--- src/rtl/div_iter_unit.sv ---
// div_iter_unit: sequential signed restoring divider for the multdiv path.
// One quotient bit is produced per cycle from a {remainder, quotient}
// working register. Operands are reduced to magnitudes on start, and the
// sign is reapplied when the quotient is written back. The remainder never
// leaves the block.
module div_iter_unit #(
  parameter int unsigned WIDTH = 32,
  parameter int unsigned CNT_W = 5
) (
  input  logic             clk,
  input  logic             ctrl_reset,
  input  logic             ctrl_DIV,
  input  logic [WIDTH-1:0] data_operandA,
  input  logic [WIDTH-1:0] data_operandB,
  output logic [WIDTH-1:0] data_result,
  output logic             data_exception,
  output logic             data_resultRDY
);

  typedef enum logic [1:0] {
    S_IDLE,
    S_RUN,
    S_FIX,
    S_ERR
  } state_e;

  state_e               state_q;
  logic [CNT_W-1:0]     cnt_q;
  logic [2*WIDTH-1:0]   work_q;
  logic [2*WIDTH-1:0]   work_d;
  logic [WIDTH-1:0]     dvsr_q;
  logic                 sign_q;
  logic [WIDTH-1:0]     result_q;
  logic                 exc_q;
  logic                 rdy_q;

  logic [WIDTH-1:0]     a_mag;
  logic [WIDTH-1:0]     b_mag;
  logic [2*WIDTH-1:0]   shifted;
  logic [WIDTH:0]       diff;
  logic [WIDTH-1:0]     quot;

  // Operand magnitudes; the most negative value maps onto itself, which is
  // the correct unsigned magnitude.
  always_comb begin
    a_mag = data_operandA[WIDTH-1] ? ('0 - data_operandA) : data_operandA;
    b_mag = data_operandB[WIDTH-1] ? ('0 - data_operandB) : data_operandB;
  end

  // One restoring step: shift, trial-subtract the divisor from the upper
  // half, keep the difference and set the quotient bit if it did not borrow.
  always_comb begin
    shifted = {work_q[2*WIDTH-2:0], 1'b0};
    diff    = {1'b0, shifted[2*WIDTH-1:WIDTH]} - {1'b0, dvsr_q};
    work_d  = shifted;
    if (!diff[WIDTH]) begin
      work_d = {diff[WIDTH-1:0], shifted[WIDTH-1:1], 1'b1};
    end
    quot = work_q[WIDTH-1:0];
  end

  // Control FSM and datapath registers; a start pulse restarts from any state.
  always_ff @(posedge clk) begin
    if (ctrl_reset) begin
      state_q  <= S_IDLE;
      cnt_q    <= '0;
      work_q   <= '0;
      dvsr_q   <= '0;
      sign_q   <= 1'b0;
      result_q <= '0;
      exc_q    <= 1'b0;
      rdy_q    <= 1'b0;
    end else if (ctrl_DIV) begin
      sign_q  <= data_operandA[WIDTH-1] ^ data_operandB[WIDTH-1];
      work_q  <= {{WIDTH{1'b0}}, a_mag};
      dvsr_q  <= b_mag;
      cnt_q   <= '0;
      rdy_q   <= 1'b0;
      state_q <= (data_operandB == '0) ? S_ERR : S_RUN;
    end else begin
      rdy_q <= 1'b0;
      case (state_q)
        S_IDLE: begin
          state_q <= S_IDLE;
        end
        S_RUN: begin
          work_q <= work_d;
          cnt_q  <= cnt_q + CNT_W'(1);
          if (cnt_q == CNT_W'(WIDTH - 1)) begin
            state_q <= S_FIX;
          end
        end
        S_FIX: begin
          result_q <= sign_q ? ('0 - quot) : quot;
          exc_q    <= 1'b0;
          rdy_q    <= 1'b1;
          state_q  <= S_IDLE;
        end
        S_ERR: begin
          result_q <= '0;
          exc_q    <= 1'b1;
          rdy_q    <= 1'b1;
          state_q  <= S_IDLE;
        end
        default: begin
          state_q <= S_IDLE;
        end
      endcase
    end
  end

  assign data_result    = result_q;
  assign data_exception = exc_q;
  assign data_resultRDY = rdy_q;

endmodule

--- config.mk ---
export PLATFORM = sky130hd
export DESIGN_NAME = div_iter_unit
export DESIGN_NICKNAME = d
export VERILOG_FILES = /design/src/rtl/div_iter_unit.sv
export SDC_FILE = /design/constraint.sdc
export NUM_CORES = 1
export LEC_CHECK = 0
export BUFFER_PORTS_ARGS = -buffer_cell sky130_fd_sc_hd__buf_2
export CELL_PAD_IN_SITES_DETAIL_PLACEMENT = 2
export CELL_PAD_IN_SITES_GLOBAL_PLACEMENT = 2
export CORE_MARGIN = 1
export CORE_UTILIZATION = 31
export DETAILED_ROUTE_END_ITERATION = 6
export GPL_ROUTABILITY_DRIVEN = 0
export HOLD_SLACK_MARGIN = 0.02
export PLACE_DENSITY = 0.86
export SLEW_MARGIN = 20
export SYNTH_ARGS = -nofsm -noshare
export SYNTH_HDL_FRONTEND = slang
export SYNTH_SLANG_ARGS = --single-unit
--- constraint.sdc ---
create_clock -name clk -period 3.15 [get_ports clk]
set_clock_uncertainty 0.15 [all_clocks]
set_input_delay 0.4725 -clock clk [delete_from_list [all_inputs] [get_ports clk]]
set_output_delay 0.4725 -clock clk [all_outputs]
set_load 0.005 [all_outputs]
; Word level (Yosys, flattened, before mapping)
; Cells that the tools add are included.
[totals]
mem_bits_rw = 0
wordCells = 42
in_bits = 67
output_inout_bits = 34
regBits = 137
rom_bits = 0
latchBits = 0
n_memories = 0
[classes]
muxes = 13
eq_ne = 5
n_reduce_logical = 8
n_addsub = 5
n_shift = 0
multipliers = 0
n_bitwise = 2
order_cmp = 0
div = 0
[op_table]
columns = cell, count
row1 = $mux 32, 5
row2 = $sub 1x32->32 const A, 3
row3 = $pmux 32 s2, 1
row4 = $mux 63, 1
row5 = $sub 32x32->33, 1
row6 = $logic_not 32->1, 1
row7 = $mux 2, 3
row8 = $add 5x1->5 const B, 1
row9 = $eq 5x5->1 const B, 1
row10 = $eq 2x2->1 const B, 2
row11 = $pmux 2 s2, 1
row12 = $reduce_bool 2->1, 2
row13 = $reduce_or 2->1, 2
row14 = $ne 3x3->1 const B, 1
row15 = $reduce_or 3->1, 1
row16 = $eq 2x1->1 const B, 1
row17 = $logic_not 2->1, 1
row18 = $pmux 1 s2, 1
row19 = $reduce_and 2->1, 1
row20 = $mux 1, 1
row21 = $not 1->1, 1
row22 = $xor 1x1->1, 1

; Longest topological paths before layout
[depth]
word_depth = 4
ltp_mapped = 14
depth_no_buf = 12

; Least setup slack after synthesis
; OpenSTA, ideal clock, no wires.
[synth_timing]
path_type = register -> register
from = register dvsr_q[15]
to = register work_q[0]
required_time_ps = 2871
setup_time_ps = 129
path_buffers = 2
synth_period_minus_slack_ps = 3061
setup_slack_ps = 89
t_arrival_ps = 2781
stages_incl_launch_ff = 14
cell_sequence = dfxtp_1 inv_1 ha_1 buf_2 a21oi_1 o21ai_0 or2_2 a21oi_1 o21ai_1 a2111oi_1 nor2_1 clkbuf_1 o21ai_0 o31ai_1
[synth_between]
elab_chain_cells = 4
[synth_lines]
columns = element, line
row1 = from (decl), 31  ; logic [WIDTH-1:0] dvsr_q;
row2 = from (signal assigned), 76  ; dvsr_q <= b_mag;
row3 = $sub 32x32->33, 54  ; diff = {1'b0, shifted[2*WIDTH-1:WIDTH]} - {1'b0, dvsr_q};
row4 = $mux 63, 56  ; if (!diff[WIDTH]) begin
row5 = $mux 32, 82  ; case (state_q)
row6 = $mux 32, 73  ; end else if (ctrl_DIV) begin
row7 = to (signal assigned), 75  ; work_q <= {{WIDTH{1'b0}}, a_mag};
row8 = to (signal assigned), 87  ; work_q <= work_d;
row9 = to (decl), 29  ; logic [2*WIDTH-1:0] work_q;
; Every way passes these cells. The select of a mux whose other input is x is not followed.
; A chain may end at the register's enable or synchronous reset.

; Worst setup path after layout
[layout_timing]
from = register work_q[47]
to = register work_q[51]
[layout_between]
elab_chain_cells = 2
[layout_lines]
columns = element, line
row1 = $sub 32x32->33, 54
row2 = $mux 63, 56
; Every way passes these cells.

==> flow_summary.toml <==
[sta]
rsz0062_at_grt = "yes"
setup_tns_ps = -3940
period_needed_ps = 3710
layout_worst_path_cycle_share_pct = 118
setup_viol = 24
slew_viol_final = 0
timing.fmax_mhz = 270
worst_pin_slew_ps = 962
layout_setup_ws_ps = -560
maxSlewHeadroom_pct = 35.2
final_hold_viol_count = 0

[yosys]
synth_area_per_cell_um2 = 7.59
ys_ff_latch = 137
ys_warn_count = 0
yosysSeqAreaShare_pct = 31.0
yosysTopAreaCellShare_pct = 31.0
syn_nets = 1269
synth_cell_types = 60
syn_area_um2 = 8840
synth_area_leaders = "dfxtp_1, nand2_1, xnor2_1"
async_flop_share_pct = 0
yosys.area.top_type = "dfxtp_1"
synth_edf_count = 0
synth_ff_type = "dfxtp_1"
syn_inst = 1164

[global_routing]
grt_usage_pct = 32.0
antenna_found_initial = 4
grt_pass1_vias = 11400
gr-total-overflow = 0
grt_max_degree = 68
grt_pass1_wl_mm = 69.9

[clock_network]
cts_root_buf = "clkbuf_16"
clock_latency_ps = 470
htreeDepth = 4
hold_buffers = 0
clk_pin_slew_ps = 80
cts.sinks = 137
cts-buffers-inserted = 17
cts_tree = "done"
clockBufferDepth = 2

[placement]
io_buffers = 100
dp_hpwl_mm = 28.0

[critical_path]
crit_path_start_kind = "flip-flop"
crit_fanout = 5
critPathKind = "reg -> reg"
r2r_slack_ps = -560
r2r_end = "work_q[51]"
regToRegStartpoint = "work_q[47]"
r2r_cells = 10
required_ps = 3340
crit_arrival_ps = 3900
crit_start = "work_q[47]"
end_kind = "flip-flop"

[final_layout]
final_cell_mix = "nand2_1, dfxtp_1, buf_4, nor2_1, buf_2"
final_core_util_pct = 41.6
mostFrequentLayoutCell = "nand2_1"
nets = 1431
area_growth_pct = 31.4
layout-drive-gt1-share_pct = 25.2
nFillCells = 3139

[floorplan]
initial_core_util_pct = 31.6
chipWidth_um = 171
die_y_um = 171
num_rows = 61
io_pins = 101
dieArea_um2 = 29200
core_area_um2 = 27900

[job]
maxCapViolCount = 0

[worst_hold_path]
hold_class = "in -> reg"
min-delay-start = "ctrl_DIV"
holdPathStages = 2
min_to = "work_q[26]"

[pwr]
power_density_nw_per_um2 = 511
p_total_uw = 5940
ir_drop_mv = 0.430
p_leak_uw = 0.00468

[route]
viasPerCell = 6.28
vias = 10800
wirelength_mm = 52.4
wl_per_cell_um = 30.5
first_pass_iters = 7
ant_nets = 0
drc = 6
dr.first_iter.drc_count = 854

[status]
status = "finished with violations"
violations = "DRC, setup timing"
synth_stat cells, types with 11 or more instances:
master,count
a211oi_1,37
a21oi_1,79
a22oi_1,21
a31oi_1,18
and3_1,17
buf_1,11
clkbuf_1,53
dfxtp_1,137
ha_1,37
inv_1,50
nand2_1,163
nand2b_1,14
nand3_1,23
nor2_1,107
nor3_1,18
o21ai_0,75
o31ai_1,31
or3_1,15
xnor2_1,63
xor2_1,49
power by group:
part / switching, uW / internal [uW]
Clock: 1060 / 1220
Sequential: 113 / 1810
Combinational: 1090 / 643
timing repair:
item	4_1_cts	5_1_grt
endpoints found under the setup margin	36	44
gates cloned	0	0
setup buffers	8	6
pin swaps	13	26
gates resized for setup	43	73
cell type report:
| cell class | count | area (um2) | area share [%] |
|---|---|---|---|
| Multi-Input combinational cell | 907 | 6160 | 53.1 |
| Tap cell | 378 | 473 | 4.07 |
| Inverter | 50 | 188 | 1.62 |
| Timing Repair Buffer | 213 | 1410 | 12.1 |
| Antenna cell | 2 | 5.00 | 0.0431 |
| Clock buffer | 17 | 425 | 3.66 |
| Clock inverter | 15 | 199 | 1.71 |
| Sequential cell | 137 | 2750 | 23.7 |
layer usage:
layer | GRT usage (%) | vias up | part of all wire, %
li1 | - | 4478 | -
met1 | 36.3 | 5428 | 37
met2 | 56.2 | 602 | 49
met3 | 6.36 | 283 | 6.9
met4 | 17.7 | 2 | 7.3
met5 | 0 | - | 0.025
cell families after synthesis:
logic type	Yosys count	synth area share, %
muxes	10	1.13
adders and majority gates	38	5.47
and+or+nand+nor	407	21.1
buffers and inverters	120	5.21
xor gates and xnor gates	112	11.1
AOI/OAI and AO/OA	340	25.0
DFF	137	31.0
worst max-delay path by stage:
| stage | to | depth (start not counted) |
|---|---|---|
| floorplan | work_q[0] | 13 |
| global placement | work_q[47] | 12 |
| detailed placement | work_q[33] | 13 |
| CTS | data_result[27] | 8 |
| global route | work_q[51] | 11 |
| finish | work_q[51] | 10 |
state kept, by name, indices dropped and copies added, names as in the netlist:
| signal | count |
|---|---|
| state_q | 2 |
| data_result | 32 |
| sign_q | 1 |
| data_resultRDY | 1 |
| dvsr_q | 32 |
| cnt_q | 5 |
| data_exception | 1 |
| work_q | 63 |
stage by stage:
step | std cells | hold slack [ps] | setup WS (ps) | cell area (um2)
after floorplan | 1164 | 291 | 89.1 | 8840
final | 1719 | 200 | -560 | 11600
after global placement | 1671 | 281 | 28.7 | 10300
after detailed placement | 1671 | 295 | -205 | 10300
after global routing | 1719 | 210 | -673 | 11600
after CTS | 1711 | 158 | 8.09 | 11200
worst max-delay path, stage by stage (launching register included):
cell and delay, ps:
dfxtp_1 440, ha_1 300, buf_4 170, nor2_1 330, nor2_1 220, a21boi_0 540
nand2_1 260, xnor2_1 710, nor3_1 180, a21oi_1 180, a21oi_1 100
Power figures use the tool's default switching activity.
